$ cat config.mk
export PLATFORM = sky130hd
export DESIGN_NAME = lif_neuron_update
export DESIGN_NICKNAME = d
export VERILOG_FILES = /design/src/rtl/lif_neuron_update.sv
export SDC_FILE = /design/constraint.sdc
export NUM_CORES = 1
export LEC_CHECK = 0
export CAP_MARGIN = 20
export CORE_UTILIZATION = 45
export DETAILED_ROUTE_END_ITERATION = 8
export PLACE_DENSITY = 0.75
export SLEW_MARGIN = 20
export SYNTH_ARGS = -nofsm -noshare
export SYNTH_HDL_FRONTEND = slang
export SYNTH_SLANG_ARGS = --single-unit
$ cat constraint.sdc
create_clock -name clk -period 11.2 [get_ports clk]
set_input_delay 2.8 -clock clk [delete_from_list [all_inputs] [get_ports clk]]
set_output_delay 2.8 -clock clk [all_outputs]
set_load 0.05 [all_outputs]
$ cat src/rtl/lif_neuron_update.sv
// Leaky integrate-and-fire membrane stage fed by the signed Q-point adder.
// Ports: clk, rst (async high), in_valid/in_ready/in_current, step_i,
//   spike_o, done_o, v_mem_o, refrac_o. Macro LIF_REFRAC_EN enables the
//   refractory counter; undefined ties refrac_o low.
module lif_neuron_update #(
  parameter int DATA_WIDTH = 16,
  parameter int FRAC_BITS = 8,
  parameter int ACC_GUARD = 4,
  parameter logic signed [DATA_WIDTH-1:0] THRESHOLD = 16'sh0100,
  parameter logic signed [DATA_WIDTH-1:0] V_RESET = 16'sh0000,
  parameter int LEAK_SHIFT = 2,
  parameter int REFRAC_STEPS = 2
) (
  input  logic clk,
  input  logic rst,
  input  logic in_valid,
  output logic in_ready,
  input  logic signed [DATA_WIDTH-1:0] in_current,
  input  logic step_i,
  output logic spike_o,
  output logic done_o,
  output logic signed [DATA_WIDTH-1:0] v_mem_o,
  output logic refrac_o
);

  localparam int DW = DATA_WIDTH;
  localparam int AW = DATA_WIDTH + ACC_GUARD;
  localparam int VW = AW + 2;

  localparam logic signed [AW-1:0] ACC_MAX = {1'b0, {(AW-1){1'b1}}};
  localparam logic signed [AW-1:0] ACC_MIN = {1'b1, {(AW-1){1'b0}}};
  localparam logic signed [DW-1:0] V_MAX = {1'b0, {(DW-1){1'b1}}};
  localparam logic signed [DW-1:0] V_MIN = {1'b1, {(DW-1){1'b0}}};

  typedef enum logic {
    ACCUM,
    UPDATE
  } state_t;

  state_t state;
  logic signed [AW-1:0] acc;
  logic signed [DW-1:0] v_mem;

  logic signed [AW:0] acc_sum;
  logic signed [AW-1:0] acc_sat;
  logic signed [DW-1:0] leak;
  logic signed [VW-1:0] v_wide;
  logic [VW-DW:0] v_hi;
  logic signed [DW-1:0] v_sat;
  logic fire;
  logic refrac;

  assign in_ready = (state == ACCUM);
  assign v_mem_o = v_mem;

  // One extra bit catches overflow of the guarded accumulator.
  assign acc_sum = {acc[AW-1], acc}
                 + {{(ACC_GUARD+1){in_current[DW-1]}}, in_current};

  always_comb begin
    acc_sat = acc_sum[AW-1:0];
    if (acc_sum[AW] != acc_sum[AW-1])
      acc_sat = acc_sum[AW] ? ACC_MIN : ACC_MAX;
  end

  assign leak = v_mem >>> LEAK_SHIFT;

  assign v_wide = {{(VW-DW){v_mem[DW-1]}}, v_mem}
                - {{(VW-DW){leak[DW-1]}}, leak}
                + {{2{acc[AW-1]}}, acc};

  // Fits in DW bits only if all bits above the DW sign bit agree.
  assign v_hi = v_wide[VW-1:DW-1];

  always_comb begin
    v_sat = v_wide[DW-1:0];
    if (!(&v_hi || ~|v_hi))
      v_sat = v_wide[VW-1] ? V_MIN : V_MAX;
  end

  assign fire = (v_sat >= THRESHOLD);

`ifdef LIF_REFRAC_EN
  localparam int CW =
    (REFRAC_STEPS > 0) ? $clog2(REFRAC_STEPS + 1) : 1;

  logic [CW-1:0] cnt;

  assign refrac = (cnt != '0);
  assign refrac_o = refrac;

  always_ff @(posedge clk or posedge rst) begin
    if (rst) begin
      cnt <= '0;
    end else if (state == UPDATE) begin
      if (refrac)
        cnt <= cnt - 1'b1;
      else if (fire)
        cnt <= CW'(REFRAC_STEPS);
    end
  end
`else
  assign refrac = 1'b0;
  assign refrac_o = 1'b0;
`endif

  always_ff @(posedge clk or posedge rst) begin
    if (rst) begin
      state <= ACCUM;
      acc <= '0;
      v_mem <= '0;
      spike_o <= 1'b0;
      done_o <= 1'b0;
    end else begin
      spike_o <= 1'b0;
      done_o <= 1'b0;
      unique case (state)
        ACCUM: begin
          if (in_valid)
            acc <= acc_sat;
          if (step_i)
            state <= UPDATE;
        end
        UPDATE: begin
          acc <= '0;
          done_o <= 1'b1;
          state <= ACCUM;
          if (refrac) begin
            v_mem <= V_RESET;
          end else if (fire) begin
            v_mem <= V_RESET;
            spike_o <= 1'b1;
          end else begin
            v_mem <= v_sat;
          end
        end
        default: state <= ACCUM;
      endcase
    end
  end

endmodule

==> reports/metrics.cfg, run 1 <==
[run_status]
status = complete, no violations

[die]
initial_utilization_pct = 47.5
die_w_um = 96.1
boundaryPins = 40
core_area_um2 = 8380
die_area_um2 = 9240
rows = 33
die_y_um = 96.1

[clock_tree]
clk_path_buf_depth = 2
cts.clk_slew.worst_paths_ns = 0.07
post_cts_buffers = 0
holdBufCountCts = 0
numCtsBuffers = 5
clk_latency_ns = 0.29
cts_root_buffer = clkbuf_8
cts_tree = done
ctsResizeCount = 0
cts.sinks = 39
htree_levels = 2

[timing]
finalSetupViolations = 0
worst_pin_slew_ns = 0.912
rsz0062_at_grt = no
fin_crit_ns = 6.07
clock_skew_ns = 0.00461
maxSlewViolCount = 0
hold_viol_final = 0
fmax_mhz = 165
relSlewSlack_pct = 39.2
fin_crit_sh_pct = 54.2
fin_setup_tns_ns = 0

[layout]
fin_util_pct = 54.4
nets = 575
n_antenna_cell = 0
syn_to_final_growth_pct = 14.3
num-fill-cells = 772
final_layout_size_suffix_gt1_share_pct = 4.22

[route]
drc = 0
wl_mm = 9.50
drt.antenna.violating_nets = 0
num_vias = 3500
first_iter_violations = 143
wire_per_inst_um = 15.7
dr.pass1.iters = 5
viasPerCell = 5.80

[setup_path]
r2r_slack_ns = 6.96
end_kind = flop
critPathTopFamily = compound AO/OA/AOI/OAI gates
crit_start = in_current[0]
critPathMaxFanout = 19
max_stage_delay_ns = 0.46
reg2reg_depth = 13
reg2reg_to = v_mem_o[4]
worstPathRequired_ns = 11.37
arrival_ns = 6.24
crit_end = acc[12]
crit_cells = 13
critPathKind = in -> reg
r2r-start = acc[1]
start_kind = input pin
cp.buffers_inverters = 2
crit_path_top_delay_cell = o41ai_2
crit_chain = clkdlybuf4s50_1 > ha_1 > fa_1 > a21oi_1 > o21ai_1 > a31o_2 > o41ai_2 > o21ai_1 > a221o_1 > nand2_1 > a21oi_1 > buf_4 > a221o_1

[placement]
gp_congestion = 0.879
port_buffers = 38
dp_hpwl_mm = 7.43

[logic_synthesis]
syn_area_um2 = 3990
async_reset_ff_share_pct = 100
yosysSeqAreaShare_pct = 24.5
avgSynthCellArea_um2 = 8.59
ys_types = 56
synth_top_cell_area_share_pct = 24.5
synth_top_cell_by_area = dfrtp_1
ys_seq_elements = 39
syn-instance-count = 464
synth-edff-count = 0
syn-num-nets = 541
ys.flop_type = dfrtp_1
synthTopCellsByArea = dfrtp_1 (24%), ha_1 (13%), fa_1 (8.0%)
yosys_warnings = 0

[grt]
grt_pass1_wl_mm = 16.0
grt_pass1_vias = 3440
antenna_found_initial = 0
grt_start_max_net_pins = 40
grt-ovfl-total = 0
grt.total_usage_pct = 22.1

[job]
cap_violations = 0

[min_path]
hold_path.class = reg -> reg

## state kept, by name, summed over array words and instances, names as in the netlist
register  cells
acc          20
done_o        1
spike_o       1
state         1
v_mem_o      16
## area by class of cell
class	instances	area, um^2	area share, %
Timing Repair Buffer	41	403	8.84
Multi-Input combinational cell	341	2700	59.2
Clock buffer	6	82.6	1.81
Tap cell	105	131	2.88
Clock inverter	1	5.00	0.110
Sequential cell	39	976	21.4
Inverter	70	263	5.77
## stage by stage
step	hold WS, ns	area (um^2)	instances	setup slack, ns
after floorplan	0.436	3990	464	5.47
after global placement	0.529	4460	596	4.93
after detailed placement	0.540	4460	596	4.88
after CTS	0.556	4550	603	5.18
after global routing	0.585	4560	603	4.94
final	0.554	4560	603	5.13
## worst reg2reg max path: cells and delay by family (launching register included)
kind,cells,cell delay [ns]
compound gates,5,1.51
xor+xnor,1,0.11
simple gates,3,1.00
fa+ha+maj,2,0.95
flops,1,0.42
buf+inv,2,0.15
## layer usage
layer / wire length, um / track usage, % / share of wire [%] / vias up
li1: - / - / - / 1729
met1: 4270 / 27.6 / 45 / 1684
met2: 4790 / 40.6 / 50 / 76
met3: 362 / 3.24 / 3.8 / 11
met4: 76 / 3.48 / 0.80 / 0
met5: 0 / 0 / 0 / -
## kinds of logic (layout without fill, tap and decap cells)
logic type,Yosys count,after routing,synth area share [%]
muxes,1,1,0.283
adders and majority gates,57,57,20.9
DFF,39,39,24.5
AOI/OAI and AO/OA,150,150,26.6
other,1,1,0.0941
and+or+nand+nor,100,100,12.4
buffers and inverters,84,118,8.23
xor gates and xnor gates,32,32,7.03
## worst min-delay path by stage
stage / startpoint / end / slack, ns / cells after the start
after floorplan: state / done_o / 0.44 / 0
after global placement: acc[2] / acc[2] / 0.53 / 1
after detailed placement: acc[5] / acc[5] / 0.54 / 1
after CTS: acc[5] / acc[5] / 0.56 / 1
after global routing: acc[5] / acc[5] / 0.58 / 1
final: acc[5] / acc[5] / 0.55 / 1
## cells in the final DEF, fill, tap and decap left out, drive strengths merged, types with 3 or more instances in the layout
| cell type | n |
|---|---|
| clkdlybuf4s50 | 38 |
| or2 | 3 |
| and2 | 3 |
| nand3 | 10 |
| a21oi | 33 |
| clkbuf | 6 |
| nand2b | 6 |
| nor2b | 3 |
| nand2 | 32 |
| and3 | 4 |
| a211oi | 7 |
| nor2 | 19 |
| o21ai | 16 |
| a31oi | 17 |
| ha | 41 |
| xor2 | 10 |
| a221o | 18 |
| dfrtp | 39 |
| nor3 | 7 |
| xnor2 | 22 |
| nor4 | 4 |
| buf | 3 |
| o211ai | 17 |
| fa | 16 |
| a21o | 24 |
| nand4 | 3 |
| inv | 69 |
## cells in the mapped netlist (all sizes together), types with 2 or more instances
library cell  number
ha                41
inv               69
dfrtp             39
nand4              3
a211oi             7
nand2b             6
xnor2             22
nor2              19
xor2              10
a31o               2
fa                16
nor3               7
o21ai             16
or3                2
clkbuf            10
and2               3
and3               4
a21o              24
o31a               2
o211ai            17
nor2b              3
buf                4
nand2             32
nor4               4
nand3             10
a311o              2
a21oi             33
or2                3
a31oi             17
a221o             18
Power of run 1 is left out: the tool's default activity adds up to more than one toggle a clock period on the data nets, which glitch-free logic cannot reach.
==> inputs of run 2 (changes only) <==
==> constraint.sdc (replaced) <==
create_clock -name clk -period 5.9 [get_ports clk]
set_input_delay 1.475 -clock clk [delete_from_list [all_inputs] [get_ports clk]]
set_output_delay 1.475 -clock clk [all_outputs]
set_load 0.05 [all_outputs]
==> reports/metrics.cfg, run 2 (synthesis results as in run 1) <==
[placement]
placed_cell_area_um2 = 4470
dp_hpwl_mm = 7.39
pre_cts_ws_ns = 0.901
port_buffers = 38
gp_congestion = 0.876
dp_cells = 597

[layout]
final_common_cell = inv_1
regMostFlops = acc
largest_register_ffs = 20
most-common-layout-cells = inv_1 (69), ha_1 (41), dfrtp_1 (39)
num-fill-cells = 762
syn_to_final_growth_pct = 14.2
final_layout_size_suffix_gt1_share_pct = 4.21
nets = 577
fin_cells = 604
final_area_um2 = 4550
n_antenna_cell = 0

[die]
initial_utilization_pct = 47.5
core_area_um2 = 8380
die_w_um = 96.1
boundaryPins = 40
die_area_um2 = 9240
die_y_um = 96.1
rows = 33

[route]
dr.pass1.iters = 4
num_vias = 3508
drt.antenna.violating_nets = 0
viasPerCell = 5.81
first_iter_violations = 135
wire_per_inst_um = 15.7
wl_mm = 9.49
drc = 0

[clock_tree]
post_cts_buffers = 0
cts_tree = done
holdBufCountCts = 0
clk_latency_ns = 0.29
cts.sinks = 39
numCtsBuffers = 5
clk_path_buf_depth = 2
cts.clk_slew.worst_paths_ns = 0.07
htree_levels = 2
ctsResizeCount = 0
cts_root_buffer = clkbuf_8

[grt]
grt_pass1_wl_mm = 16.3
grt-ovfl-total = 0
antenna_found_initial = 0
grt_start_max_net_pins = 40
grt_pass1_vias = 3472
grt.total_usage_pct = 22.7

[setup_path]
r2r_slack_ns = 1.65
crit_cells = 13
critPathTopFamily = compound AO/OA/AOI/OAI gates
max_stage_delay_ns = 0.47
crit_path_top_delay_cell = o41ai_2
r2r-start = v_mem_o[1]
crit_start = in_current[0]
critPathMaxFanout = 19
critPathKind = in -> reg
crit_chain = clkdlybuf4s50_1 > ha_1 > fa_1 > a21oi_1 > o21ai_1 > a31o_2 > o41ai_2 > o21ai_1 > a221o_1 > nand2_1 > a21oi_1 > buf_4 > a221o_1
reg2reg_depth = 13
cp.buffers_inverters = 2
crit_end = acc[0]
arrival_ns = 4.90
end_kind = flop
start_kind = input pin
worstPathRequired_ns = 6.07
reg2reg_to = v_mem_o[4]

[timing]
finalSetupViolations = 0
fin_crit_sh_pct = 80.2
hold_viol_final = 0
relSlewSlack_pct = 40.0
rsz0062_at_grt = no
setup_ws_ns = 1.17
fin_crit_ns = 4.73
fmax_mhz = 211
fin_setup_tns_ns = 0
maxSlewViolCount = 0
worst_pin_slew_ns = 0.900
clock_skew_ns = 0.0109

[run_status]
status = complete, no violations

[min_path]
hold_path.class = reg -> reg

[job]
cap_violations = 0

## run 2: cell count changes in the layout (fill, tap and decap cells not counted)
cell and delta:
clkbuf_1 +1, buf_4 +2, nor3_2 +1, clkbuf_8 -1
clkinv_2 -1, nor3_4 -1
## run 2: layout make-up
| type | instances | area (um^2) | area share [%] |
|---|---|---|---|
| clock buffers | 6 | 72.6 | 1.60 |
| inverters | 70 | 263 | 5.78 |
| multi-input cells | 341 | 2690 | 59.1 |
| flip-flops and latches | 39 | 976 | 21.5 |
| well taps | 105 | 131 | 2.89 |
| repair buffers | 43 | 418 | 9.19 |
## run 2: worst min-delay path by stage
stage                      start      to  slack (ns)  cells past startpoint
after CTS                 acc[5]  acc[5]        0.56                      1
after floorplan            state  done_o        0.44                      0
final                     acc[0]  acc[0]        0.56                      1
after global routing      acc[5]  acc[5]        0.58                      1
after detailed placement  acc[5]  acc[5]        0.55                      1
after global placement    acc[2]  acc[2]        0.53                      1
## run 2: worst register-to-register path, delay by kind of cell, from the launching register on
kind	cells	cell delay, ns
xor+xnor	1	0.11
buf+inv	2	0.14
simple gates	3	1.01
flops	1	0.38
compound gates	5	1.52
fa+ha+maj	2	0.99
## run 2: through the flow
| stage | util (%) | hold WS [ns] |
|---|---|---|
| 6_report | 54.3 | 0.557 |
| 3_3_place_gp | 53.3 | 0.530 |
| 4_1_cts | 54.2 | 0.563 |
| 5_1_grt | 54.3 | 0.577 |
| 2_1_floorplan | - | 0.436 |
| 3_5_place_dp | 53.3 | 0.547 |
## run 2: per-layer routing
layer,global-route usage [%],part of all wire (%),vias to the layer above,routed length [um]
met5,0,0,-,0
met4,4.35,0.64,0,61
met3,3.00,4.2,6,401
met2,40.3,50,81,4710
met1,29.5,45,1696,4310
li1,-,-,1725,-
Power of run 2 is left out for the same reason.
==> inputs of run 3 (changes only) <==
==> constraint.sdc (replaced) <==
create_clock -name clk -period 4.8 [get_ports clk]
set_input_delay 1.2 -clock clk [delete_from_list [all_inputs] [get_ports clk]]
set_output_delay 1.2 -clock clk [all_outputs]
set_load 0.05 [all_outputs]
==> reports/metrics.cfg, run 3 (synthesis results as in run 1) <==
[setup_path]
worstPathRequired_ns = 4.98
crit_path_top_delay_cell = fa_1
r2r-start = acc[1]
crit_chain = clkdlybuf4s50_1 > ha_1 > fa_1 > a21oi_1 > o21ai_1 > a31o_2 > o41ai_2 > o21ai_1 > a221o_1 > nand2_1 > a21oi_1 > buf_12 > a221o_1
max_stage_delay_ns = 0.41
start_kind = input pin
critPathMaxFanout = 15
end_kind = flop
critPathKind = in -> reg
r2r_slack_ns = 0.57
reg2reg_to = v_mem_o[0]
arrival_ns = 4.62
reg2reg_depth = 13

[grt]
antenna_found_initial = 0
grt_start_max_net_pins = 40
grt-ovfl-total = 0
busiest_layer = met2
grt_pass1_wl_mm = 16.3
grt_use_met2_pct = 39.8
use_met1_pct = 29.4
grt_pass1_vias = 3510
grt_use_met3_pct = 3.24
grt.total_usage_pct = 22.6

[timing]
fin_crit_sh_pct = 92.5
clock_skew_ns = 0.0147
fin_crit_ns = 4.44
fin_setup_tns_ns = 0
worst_pin_slew_ns = 0.874
maxSlewViolCount = 0
relSlewSlack_pct = 41.7
rsz0062_at_grt = no
finalSetupViolations = 0
fmax_mhz = 225
hold_viol_final = 0

[placement]
dp_hpwl_mm = 7.37
gp_congestion = 0.909
port_buffers = 38

[clock_tree]
holdBufCountCts = 0
post_cts_buffers = 0
cts.sinks = 39
cts_tree = done
cts_root_buffer = clkbuf_8
cts.clk_slew.worst_paths_ns = 0.08
clk_path_buf_depth = 2
htree_levels = 2
clk_latency_ns = 0.30
ctsResizeCount = 0
numCtsBuffers = 5

[die]
core_area_um2 = 8380
rows = 33
die_w_um = 96.1
boundaryPins = 40
initial_utilization_pct = 47.5
die_y_um = 96.1
die_area_um2 = 9240

[layout]
n_antenna_cell = 0
nets = 578
regMostFlops = acc
largest_register_ffs = 20
num-fill-cells = 768
final_layout_size_suffix_gt1_share_pct = 4.98
syn_to_final_growth_pct = 15.1
most-common-layout-cells = inv_1 (69), ha_1 (41), dfrtp_1 (39)
final_common_cell = inv_1

[route]
drt.antenna.violating_nets = 0
first_iter_violations = 169
wl_mm = 9.37
wire_per_inst_um = 15.4
viasPerCell = 5.80
drc = 0
num_vias = 3521
dr.pass1.iters = 5

[min_path]
whs_endpoint = acc[0]
hold_path.class = reg -> reg
worstHoldPathCells = 1
hold_start = acc[0]

[job]
cap_violations = 0

[run_status]
status = complete, no violations

run 3: area by class of cell:
| class | instances | area, um^2 | share of cell area (%) |
|---|---|---|---|
| clock buffer | 5 | 68.8 | 1.50 |
| clock inverter | 3 | 20.0 | 0.437 |
| inverter | 70 | 263 | 5.73 |
| multi-input combinational | 341 | 2690 | 58.6 |
| sequential | 39 | 976 | 21.3 |
| tap | 105 | 131 | 2.86 |
| timing repair buffer | 44 | 438 | 9.55 |
run 3: critical path: cells and delay by family:
family                     cells  cell delay, ns
adders and majority gates      2            0.63
and+or+nand+nor                1            0.10
buffers and inverters          2            0.61
AOI/OAI and AO/OA              8            2.08
run 3: how the worst max path moves through the flow:
stage	cells past startpoint	from	endpoint	slack, ns
floorplan	12	in_current[0]	acc[11]	0.67
global placement	13	in_current[0]	acc[1]	0.17
detailed placement	13	in_current[0]	acc[1]	0.07
CTS	13	in_current[0]	acc[1]	0.36
global route	13	in_current[0]	acc[0]	0.15
finish	13	in_current[0]	acc[1]	0.36
run 3: through the flow:
stage                     worst slack (ns)  area (um^2)  std cells  util (%)  hold slack, ns
after floorplan                      0.672         3990        464         -           0.436
after global placement               0.166         4490        599      53.6           0.538
after detailed placement            0.0676         4490        599      53.6           0.543
after CTS                            0.357         4580        607      54.7           0.567
after global routing                 0.146         4590        607      54.7           0.589
final                                0.360         4590        607      54.7           0.560
run 3: metal layers:
layer | vias to the layer above | part of all wire (%) | wire [um]
met3 | 9 | 4.1 | 385
met5 | - | 0 | 0
li1 | 1735 | - | -
met4 | 0 | 1.0 | 96
met2 | 80 | 49 | 4600
met1 | 1697 | 46 | 4280
Power of run 3 is left out for the same reason.
